`src/rtl/apb_sram_pkg.sv`:
```
// Shared types and constants for the APB-to-SRAM controller and its SRAM macro.
package apb_sram_pkg;

    typedef logic [31:0] apb_addr_t;
    typedef logic [31:0] apb_data_t;

    localparam int unsigned RD_LATENCY_MAX = 4;
    localparam int unsigned ADDR_LSB_DEF   = 2;

    typedef enum logic [1:0] {
        ST_IDLE    = 2'd0,
        ST_WR      = 2'd1,
        ST_RD_WAIT = 2'd2,
        ST_RESP    = 2'd3
    } apb_sram_st_e;

endpackage

```
`src/rtl/apb_sram_ctrl.sv`:
```
// APB3 slave that fronts a single-port SRAM: zero-wait writes, RD_LATENCY-wait reads,
// range/alignment errors answered without touching the array.
module apb_sram_ctrl
    import apb_sram_pkg::*;
#(
    parameter int unsigned MEM_DEPTH  = 1024,
    parameter int unsigned RD_LATENCY = 1,
    parameter int unsigned ADDR_LSB   = ADDR_LSB_DEF,
    localparam int unsigned AW        = $clog2(MEM_DEPTH)
) (
    input  logic            PCLK,
    input  logic            PRESET,
    input  apb_addr_t       PADDR,
    input  logic            PSEL,
    input  logic            PENABLE,
    input  logic            PWRITE,
    input  apb_data_t       PWDATA,
    output logic            PREADY,
    output logic            PSLVERR,
    output apb_data_t       PRDATA,
    output logic            sram_ce,
    output logic            sram_we,
    output logic [AW-1:0]   sram_addr,
    output apb_data_t       sram_wdata,
    input  apb_data_t       sram_rdata
);

    localparam int unsigned CNT_W = $clog2(RD_LATENCY_MAX);

    apb_sram_st_e     r_state, w_state_nxt;
    logic             r_pready, w_pready_nxt;
    logic             r_pslverr, w_pslverr_nxt;
    apb_data_t        r_prdata, w_prdata_nxt;
    logic             r_ce, w_ce_nxt;
    logic             r_we, w_we_nxt;
    logic [AW-1:0]    r_addr, w_addr_nxt;
    apb_data_t        r_wdata, w_wdata_nxt;
    logic [CNT_W-1:0] r_cnt, w_cnt_nxt;

    logic w_psel, w_penable, w_setup, w_done, w_err;

    // Unknown select/enable must never start or complete a transfer.
    assign w_psel    = (PSEL === 1'b1);
    assign w_penable = (PENABLE === 1'b1);
    assign w_setup   = w_psel && !w_penable;
    assign w_done    = w_psel && w_penable && r_pready;
    assign w_err     = (PADDR[ADDR_LSB-1:0] != '0) ||
                       ((PADDR >> ADDR_LSB) >= apb_addr_t'(MEM_DEPTH));

    always_comb begin
        w_state_nxt   = r_state;
        w_pready_nxt  = r_pready;
        w_pslverr_nxt = r_pslverr;
        w_prdata_nxt  = r_prdata;
        w_ce_nxt      = 1'b0;
        w_we_nxt      = 1'b0;
        w_addr_nxt    = r_addr;
        w_wdata_nxt   = r_wdata;
        w_cnt_nxt     = r_cnt;
        unique case (r_state)
            ST_IDLE: begin
                if (w_setup) begin
                    w_addr_nxt  = PADDR[ADDR_LSB +: AW];
                    w_wdata_nxt = PWDATA;
                    if (w_err) begin
                        w_state_nxt   = ST_RESP;
                        w_pready_nxt  = 1'b1;
                        w_pslverr_nxt = 1'b1;
                        w_prdata_nxt  = '0;
                    end else if (PWRITE) begin
                        w_state_nxt  = ST_WR;
                        w_ce_nxt     = 1'b1;
                        w_we_nxt     = 1'b1;
                        w_pready_nxt = 1'b1;
                    end else begin
                        w_state_nxt = ST_RD_WAIT;
                        w_ce_nxt    = 1'b1;
                        w_cnt_nxt   = CNT_W'(RD_LATENCY - 1);
                    end
                end
            end
            ST_RD_WAIT: begin
                // A dropped PSEL wins over data capture so an aborted read leaves PRDATA alone.
                if (!w_psel) begin
                    w_state_nxt = ST_IDLE;
                end else if (r_cnt == '0) begin
                    w_state_nxt  = ST_RESP;
                    w_prdata_nxt = sram_rdata;
                    w_pready_nxt = 1'b1;
                end else begin
                    w_cnt_nxt = r_cnt - 1'b1;
                end
            end
            ST_WR, ST_RESP: begin
                if (!w_psel || w_done) begin
                    w_state_nxt   = ST_IDLE;
                    w_pready_nxt  = 1'b0;
                    w_pslverr_nxt = 1'b0;
                end
            end
            default: begin
                w_state_nxt   = ST_IDLE;
                w_pready_nxt  = 1'b0;
                w_pslverr_nxt = 1'b0;
            end
        endcase
    end

    always_ff @(posedge PCLK) begin
        if (PRESET) begin
            r_state   <= ST_IDLE;
            r_pready  <= 1'b0;
            r_pslverr <= 1'b0;
            r_prdata  <= '0;
            r_ce      <= 1'b0;
            r_we      <= 1'b0;
            r_addr    <= '0;
            r_wdata   <= '0;
            r_cnt     <= '0;
        end else begin
            r_state   <= w_state_nxt;
            r_pready  <= w_pready_nxt;
            r_pslverr <= w_pslverr_nxt;
            r_prdata  <= w_prdata_nxt;
            r_ce      <= w_ce_nxt;
            r_we      <= w_we_nxt;
            r_addr    <= w_addr_nxt;
            r_wdata   <= w_wdata_nxt;
            r_cnt     <= w_cnt_nxt;
        end
    end

    assign PREADY     = r_pready;
    assign PSLVERR    = r_pslverr;
    assign PRDATA     = r_prdata;
    assign sram_ce    = r_ce;
    assign sram_we    = r_we;
    assign sram_addr  = r_addr;
    assign sram_wdata = r_wdata;

    a_ce_pulse: assert property (@(posedge PCLK) disable iff (PRESET)
        !(sram_ce && $past(sram_ce)));
    a_err_rdy: assert property (@(posedge PCLK) disable iff (PRESET)
        PSLVERR |-> PREADY);
    a_idle_quiet: assert property (@(posedge PCLK) disable iff (PRESET)
        (r_state == ST_IDLE) |-> (!PREADY && !sram_ce));

endmodule
```
`config.mk`:
```
export PLATFORM = sky130hd
export DESIGN_NAME = apb_sram_ctrl
export DESIGN_NICKNAME = d
export VERILOG_FILES = /design/src/rtl/apb_sram_pkg.sv /design/src/rtl/apb_sram_ctrl.sv
export SDC_FILE = /design/constraint.sdc
export NUM_CORES = 1
export LEC_CHECK = 0
export BUFFER_PORTS_ARGS = -buffer_cell sky130_fd_sc_hd__buf_2
export CORE_MARGIN = 4
export CORE_UTILIZATION = 33
export CTS_CLUSTER_SIZE = 24
export DETAILED_ROUTE_END_ITERATION = 12
export GPL_TIMING_DRIVEN = 0
export PLACE_DENSITY = 0.71
export RECOVER_POWER = 100
export SLEW_MARGIN = 10
export SYNTH_ARGS = -nofsm -noshare
export SYNTH_HDL_FRONTEND = slang
export SYNTH_SLANG_ARGS = --single-unit
export TNS_END_PERCENT = 10
```
`constraint.sdc`:
```
create_clock -name PCLK -period 2 [get_ports PCLK]
set_input_delay 0.2 -clock PCLK [delete_from_list [all_inputs] [get_ports PCLK]]
set_output_delay 0.2 -clock PCLK [all_outputs]
set_load 0.03 [all_outputs]
```
; Word-level counts from Yosys, hierarchy flattened
; Cells that the tools add are included.
[word_totals]
regBits = 82
inputBits = 101
[op_classes]
add_sub_neg = 1
magnitude_cmp = 1
n_eq_ne = 15
n_mux = 30
bitwise_logic = 2
n_reduce_logical = 21
[ops]
columns = operator, count
row1 = 32-bit 2-to-1 mux, 4
row2 = 32-bit one-hot mux with 2 select lines, 1
row3 = "30-bit by 11-bit greater-or-equal comparator with 1-bit output, second input constant", 1
row4 = 2-bit 2-to-1 mux, 11
row5 = "2-bit inequality test, second input constant", 8
row6 = 1-bit 2-to-1 mux, 10
row7 = 5-bit AND reduction, 2
row8 = "3-bit inequality test, second input constant", 2
row9 = 2-bit one-hot mux with 3 select lines, 1
row10 = 6-bit AND reduction, 1
row11 = 2-bit nonzero test, 3
row12 = "2-bit equality test, second input constant", 2
row13 = 2-bit logical NOT, 2
row14 = 2-bit one-hot mux with 2 select lines, 1
row15 = 4-bit AND reduction, 1
row16 = 4-bit OR reduction, 1
row17 = 1-bit logical AND, 3
row18 = 1-bit one-hot mux with 3 select lines, 1
row19 = 3-bit AND reduction, 1
row20 = 3-bit OR reduction, 1
row21 = "2-bit by 1-bit equality test with 1-bit output, second input constant", 1
row22 = "1-bit case equality test, second input constant", 2
row23 = 1-bit logical NOT, 2
row24 = 1-bit logical OR, 2
row25 = 5 further kinds, 6

; Logic depth before layout (Yosys ltp)
; Gate-level depths: netlist (run 1).
[depth]
word_depth = 6
ltp_mapped = 7
depth_no_buf = 6

; Worst setup path after synthesis (run 1)
; OpenSTA, ideal clock, no wires.
[synth_path]
path_kind = register to register
from = register r_state[1]
to = register r_addr[7], in the netlist sram_addr[7]
arrival_ps = 1409
t_required_ps = 1868
path_slack_ps = 459
stages_incl_launch_ff = 7
n_path_buf = 3
path_cell_list = dfxtp_1 -> buf_4 -> or4b_4 -> buf_2 -> buf_2 -> nand2_1 -> a21oi_1
[synth_between]
elab_chain_cells = 2
[synth_lines]
columns = item, line_no
row1 = start: declaration, apb_sram_ctrl.sv:30  ; apb_sram_st_e r_state, w_state_nxt;
row2 = start signal: assignment, apb_sram_ctrl.sv:121  ; r_state <= w_state_nxt;
row3 = 2-bit logical NOT, apb_sram_ctrl.sv:60  ; unique case (r_state)
row4 = 2-bit AND reduction (no line), n/a
row5 = end signal: assignment, apb_sram_ctrl.sv:127  ; r_addr <= w_addr_nxt;
row6 = end: declaration, apb_sram_ctrl.sv:36  ; logic [AW-1:0] r_addr, w_addr_nxt;
; No other way between the ends.
; A chain may end at the register's enable or synchronous reset.

; Final worst setup path (run 1)
; Same ends and word-level chain as after synthesis.

==> results of run 1 <==
[through the flow]
stage / instances / setup slack, ns / cell area, µm² / utilization, % / total power, mW
finish: 613 / 0.167 / 4060 / 46.5 / 3.44
detailed placement: 598 / 0.194 / 3980 / 45.7 / 2.33
floorplan: 313 / 0.459 / 2960 / - / 2.10
CTS: 613 / 0.188 / 4170 / 47.9 / 3.51
global placement: 598 / 0.219 / 3980 / 45.7 / 2.31
global route: 613 / 0.0261 / 4060 / 46.5 / 3.61
[cell type report]
class | instances | area share [%]
multi-input cells | 204 | 28.7
clock inverters | 5 | 1.36
flip-flops and latches | 82 | 40.5
repair buffers | 177 | 19.4
well taps | 108 | 3.33
plain buffers | 22 | 2.90
inverters | 5 | 0.463
clock buffers | 10 | 3.39
[routing by layer]
metal | vias up | routed length, µm
li1 | 1466 | -
met1 | 1342 | 3500
met2 | 125 | 4160
met3 | 9 | 787
met4 | 0 | 132
met5 | - | 0
[worst reg2reg max path, delay by kind of cell, from the launching register on]
| kind | cells | cell delay [ns] |
|---|---|---|
| compound gates | 1 | 0.06 |
| buf+inv | 3 | 0.71 |
| flops | 1 | 0.31 |
| simple gates | 2 | 0.63 |
[power by group]
part	switching, mW	internal [mW]	leakage (nW)
clock	0.576	0.600	0.0941
sequential	0.0395	1.70	0.666
combinational	0.339	0.180	0.885
[cells in the final DEF (no fill, tap or decap), drive strengths merged, types with 3 or more instances in the layout]
cell	count
buf	107
nand2	87
nor2	3
a22o	32
inv	5
clkbuf	102
or2	3
dfxtp	82
a21oi	47
nor4	6
nor3	5
[how the worst max path moves through the flow]
stage,from,to,slack (ns),depth (start not counted)
global placement,PRESET,sram_wdata[16]$_SDFFE_PP0P_,0.22,4
detailed placement,PRESET,sram_wdata[21]$_SDFFE_PP0P_,0.19,4
floorplan,r_state[1]$_SDFFE_PP0P_,sram_addr[7]$_SDFFE_PP0P_,0.46,6
CTS,r_cnt[0]$_SDFFE_PP0P_,PRDATA[6]$_SDFFE_PP0P_,0.19,6
global route,r_state[1]$_SDFFE_PP0P_,sram_wdata[5]$_SDFFE_PP0P_,0.03,6
finish,r_state[1]$_SDFFE_PP0P_,sram_addr[7]$_SDFFE_PP0P_,0.17,6
[registers in the layout, summed over array words and instances, names as in the netlist]
name	cells
sram_we	1
sram_wdata	32
sram_addr	10
r_state	2
PRDATA	32
sram_ce	1
PSLVERR	1
PREADY	1
r_cnt	2
[synth_stat cells (2+ instances only)]
cell type	number	area share (%)
o31ai_1	2	0.51
nor3_1	5	0.85
or2_1	3	0.63
buf_2	9	1.5
buf_6	3	1.1
nor2_1	3	0.38
a22o_1	32	9.5
dfxtp_1	82	55
a21oi_1	47	7.9
nor4_2	3	1.3
inv_1	4	0.51
nor4_1	2	0.42
a221oi_1	2	0.59
nand2b_1	2	0.42
nand2_1	86	11
clkbuf_1	8	1.0
o21ai_0	2	0.34
[kinds of logic after synthesis]
kind of cell	after synthesis	share of synthesized area (%)
AO/OA/AOI/OAI	92	21.6
adder cells (fa/ha/maj)	1	0.423
buffers and inverters	27	4.69
flip-flops	82	55.5
AND/OR/NAND/NOR	111	17.8
==> run_results.csv, run 1 <==
group,metric,value,unit
run_status,status,"complete, no violations",
logic_synthesis,syn_nets,415,
setup_path,cp_data_arrival_time,2.04,ns
setup_path,reg2reg_slack,0.17,ns
logic_synthesis,synth-async-reset-ratio,0,%
clock_network,clock_sinks,82,
floorplanning,dieHeight,103,µm
cells_and_area,area_growth,37.0,%
grt,track_usage,15.4,%
logic_synthesis,ys.flop_type,"dfxtp_1",
place,dp.final_hpwl,6650,µm
clock_network,clockBufferDepth,2,
clock_network,cts_resized,0,
floorplanning,fp.dieArea,0.0106,mm²
timing,hold_ws,0.0644,ns
timing,fin_crit_sh,91.6,%
timing,rsz0062_at_grt,"no",
clock_network,cts_buffers,9,
timing,setup_viol,0,
logic_synthesis,synthCells,313,
place,port_buffers,177,
logic_synthesis,yosysSeqAreaShare,55.5,%
setup_path,slowest_delay,0.53,ns
setup_path,worstPathRequired,2.21,ns
drt,wl_per_cell,14.0,µm
cells_and_area,regArea,0.00164,mm²
setup_path,critPathTopFamily,"buffers and inverters",
timing,setup_tns,0,ns
timing,slew_viol_final,0,
min_path,hold-path-endpoint,"PRDATA[21]$_SDFFE_PP0P_",
clock_network,htreeDepth,3,
floorplanning,start_util,33.9,%
setup_path,worstReg2RegStart,"r_state[1]$_SDFFE_PP0P_",
floorplanning,rows,34,
setup_path,reg2reg_depth,6,
drt,viasPerCell,4.80,
floorplanning,ios,179,
timing,worstMarginPinSlew,0.535,ns
place,place_congestion,0.877,
setup_path,crit_chain,"buf_4, or4b_4, clkbuf_1, buf_2, nand2_1, a21oi_1",
timing,finalCriticalPeriod,1.83,ns
drt,antenna_left,0,
cells_and_area,num-nets-final,603,
run,drv_cap,0,
grt,grt.busiest_layer,"met2",
setup_path,cp-end-kind,"flop",
logic_synthesis,ys_seq_elements,82,
min_path,min-delay-start,"sram_rdata[21]",
power,power_density,847,mW/mm²
power,max-vdd-ir-drop,0.000374,V
drt,drt-initial-drc-count,95,
grt,grt_start_max_net_pins,14,
clock_network,cts_setup_buffers,0,
min_path,hold_path_class,"in -> reg",
logic_synthesis,ys_types,35,
setup_path,critPathKind,"reg -> reg",
min_path,hold_path_depth,2,
grt,grt_pass1_wl,12900,µm
logic_synthesis,synth.cell_area,0.00296,mm²
cells_and_area,multi_input_area,0.00116,mm²
logic_synthesis,yosys_warnings,0,
drt,vias,2942,
timing,hold_viol,0,
drt,drc,0,
grt,grt_pass1_vias,2864,
grt,use_met3,5.89,%
clock_network,clkLatencyLatePin,0.34,ns
clock_network,cts_root_buffer,"clkbuf_8",
logic_synthesis,synth_edf_count,0,
floorplanning,die_w,103,µm
clock_network,cts_hold_buf,0,
cells_and_area,fillers,901,
drt,wl,8580,µm
setup_path,cp_slowest_cell,"or4b_4",
clock_network,path_clk_slew,0.09,ns
grt,overflow,0,
setup_path,critPathMaxFanout,10,
setup_path,worstSetupStartpointType,"flop",
setup_path,rr_endpoint,"sram_addr[7]$_SDFFE_PP0P_",
floorplanning,core-area,0.00872,mm²
grt,grtUsageMet1,17.8,%
cells_and_area,diodes,0,
logic_synthesis,syn_area_per_cell,9.46,µm²
timing,fmax,0.546,GHz
timing,skew,0.00866,ns
grt,grtUsageMet2,26.0,%
drt,first_pass_iters,4,
cells_and_area,drive_gt1_share,26.7,%
clock_network,cts_tree,"done",
power,leakage,1.65,nW
timing,maxSlewHeadroom,64.3,%
grt,antenna_found_initial,0,
setup_path,critical_path_buf_inv_count,3,
Note: power is estimated with default switching activity, not from simulation.
==> run 2, diff against run 1 <==
--- a/config.mk
+++ b/config.mk
@@ -6,13 +6,14 @@
 export NUM_CORES = 1
 export LEC_CHECK = 0
 export BUFFER_PORTS_ARGS = -buffer_cell sky130_fd_sc_hd__buf_2
+export CORE_ASPECT_RATIO = 0.8
 export CORE_MARGIN = 4
 export CORE_UTILIZATION = 33
 export CTS_CLUSTER_SIZE = 24
 export DETAILED_ROUTE_END_ITERATION = 12
 export GPL_TIMING_DRIVEN = 0
 export PLACE_DENSITY = 0.71
-export RECOVER_POWER = 100
+export RECOVER_POWER = 50
 export SLEW_MARGIN = 10
 export SYNTH_ARGS = -nofsm -noshare
 export SYNTH_HDL_FRONTEND = slang
==> run_results.csv, run 2 (synthesis gave the netlist of run 1 again) <==
group,metric,value,unit
clock_network,clock_sinks,82,
setup_path,cpMostUsedCell,"inv_1",
place,placedCellCount,602,
min_path,hold_path_class,"in -> reg",
grt,grt_start_max_net_pins,14,
clock_network,path_clk_slew,0.09,ns
drt,drc,0,
clock_network,cts_root_buffer,"clkbuf_8",
setup_path,rr_endpoint,"PRDATA[13]$_SDFFE_PP0P_",
timing,hold_viol,0,
timing,hold_ws,0.0573,ns
clock_network,clkLatencyLatePin,0.35,ns
drt,wl_per_cell,14.1,µm
floorplanning,core-area,0.00860,mm²
grt,overflow,0,
grt,grt_pass1_vias,2900,
floorplanning,ios,179,
place,place_congestion,0.824,
min_path,hold-path-endpoint,"PRDATA[22]$_SDFFE_PP0P_",
setup_path,critPathTopFamily,"buffers and inverters",
clock_network,cts_setup_buffers,0,
cells_and_area,final_common_cell,"buf_2",
setup_path,critPathKind,"reg -> reg",
run,drv_cap,0,
setup_path,slowest_delay,0.54,ns
setup_path,reg2reg_slack,0.11,ns
cells_and_area,diodes,0,
drt,first_pass_iters,4,
drt,drt-initial-drc-count,84,
place,dp.final_hpwl,6710,µm
setup_path,worstReg2RegStart,"r_cnt[0]$_SDFFE_PP0P_",
power,power_density,863,mW/mm²
setup_path,critical_path_buf_inv_count,3,
power,leakage,1.70,nW
run_status,status,"complete, no violations",
setup_path,cp_slowest_cell,"nor4_2",
clock_network,cts_buffers,9,
cells_and_area,drive_gt1_share,28.9,%
timing,fmax,0.529,GHz
setup_path,worstSetupStartpointType,"flop",
grt,track_usage,16.1,%
drt,vias,2935,
setup_path,cp-end-kind,"flop",
min_path,min-delay-start,"sram_rdata[22]",
setup_path,reg2reg_depth,6,
timing,maxSlewHeadroom,61.7,%
min_path,hold_path_depth,2,
floorplanning,rows,30,
floorplanning,die_w,114,µm
setup_path,worstPathRequired,2.28,ns
setup_path,crit_chain,"inv_1, ha_1, inv_1, nor4_2, clkbuf_1, a22o_1",
floorplanning,fp.dieArea,0.0106,mm²
timing,fin_crit_sh,94.6,%
floorplanning,start_util,34.4,%
cells_and_area,mostFrequentLayoutCells,"buf_2 (118), nand2_1 (86), dfxtp_1 (82), clkbuf_1 (79), a21oi_1 (47)",
timing,worstMarginPinSlew,0.570,ns
timing,finalCriticalPeriod,1.89,ns
cells_and_area,num-nets-final,603,
setup_path,cp_data_arrival_time,2.17,ns
timing,rsz0062_at_grt,"yes",
power,max-vdd-ir-drop,0.000334,V
clock_network,cts_resized,0,
drt,antenna_left,0,
clock_network,htreeDepth,3,
place,port_buffers,177,
timing,setup_viol,0,
grt,grt_pass1_wl,13700,µm
clock_network,cts_hold_buf,0,
timing,skew,0.0121,ns
timing,slew_viol_final,0,
clock_network,cts_tree,"done",
cells_and_area,area_growth,38.9,%
grt,antenna_found_initial,0,
cells_and_area,stdcell_count,618,
clock_network,clockBufferDepth,2,
drt,wl,8740,µm
setup_path,critPathMaxFanout,10,
floorplanning,dieHeight,92.7,µm
drt,viasPerCell,4.75,
[run 2: changes by cell type in the layout (fill, tap and decap cells not counted), moves of 2 or more]
cell,before,now
clkbuf_2,4,0
clkinv_2,2,0
clkbuf_1,88,79
buf_2,102,118
[run 2: how the worst max path moves through the flow]
| stage | start | to | cells after the start |
|---|---|---|---|
| detailed placement | r_cnt[0]$_SDFFE_PP0P_ | PRDATA[13]$_SDFFE_PP0P_ | 6 |
| CTS | r_cnt[0]$_SDFFE_PP0P_ | PRDATA[13]$_SDFFE_PP0P_ | 6 |
| global placement | r_cnt[0]$_SDFFE_PP0P_ | PRDATA[23]$_SDFFE_PP0P_ | 6 |
| global route | r_cnt[0]$_SDFFE_PP0P_ | PRDATA[9]$_SDFFE_PP0P_ | 6 |
| finish | r_cnt[0]$_SDFFE_PP0P_ | PRDATA[13]$_SDFFE_PP0P_ | 6 |
| floorplan | r_state[1]$_SDFFE_PP0P_ | sram_addr[7]$_SDFFE_PP0P_ | 6 |
[run 2: metal layers]
metal / GRT usage [%] / wire [µm] / vias to the layer above
met5: 0 / 0 / -
met4: 5.34 / 160 / 0
met3: 5.94 / 771 / 15
met2: 26.9 / 4170 / 117
met1: 19.1 / 3640 / 1339
li1: - / - / 1464
[run 2: report_power, final]
group | leakage, nW | internal, mW | switching [mW] | total, mW
Combinational | 0.932 | 0.186 | 0.342 | 0.528
Clock | 0.101 | 0.707 | 0.572 | 1.28
Sequential | 0.666 | 1.70 | 0.0392 | 1.74
[run 2: cell type report]
type                    instances  area, µm²
fillers                       891       4480
flip-flops and latches         82       1640
multi-input cells             204       1180
repair buffers                177        801
well taps                     112        140
clock buffers                  12        135
plain buffers                  22        120
clock inverters                 4       76.3
inverters                       5       18.8
[run 2: through the flow]
stage | TNS (ns) | instance area [µm²] | worst slack (ns) | power, mW | util [%]
floorplan | 0 | 2960 | 0.459 | 2.10 | -
global placement | 0 | 3990 | 0.217 | 2.31 | 46.4
detailed placement | 0 | 3990 | 0.193 | 2.33 | 46.4
CTS | 0 | 4200 | 0.127 | 3.62 | 48.8
global route | -0.178 | 4110 | -0.0239 | 3.73 | 47.8
finish | 0 | 4110 | 0.108 | 3.55 | 47.8
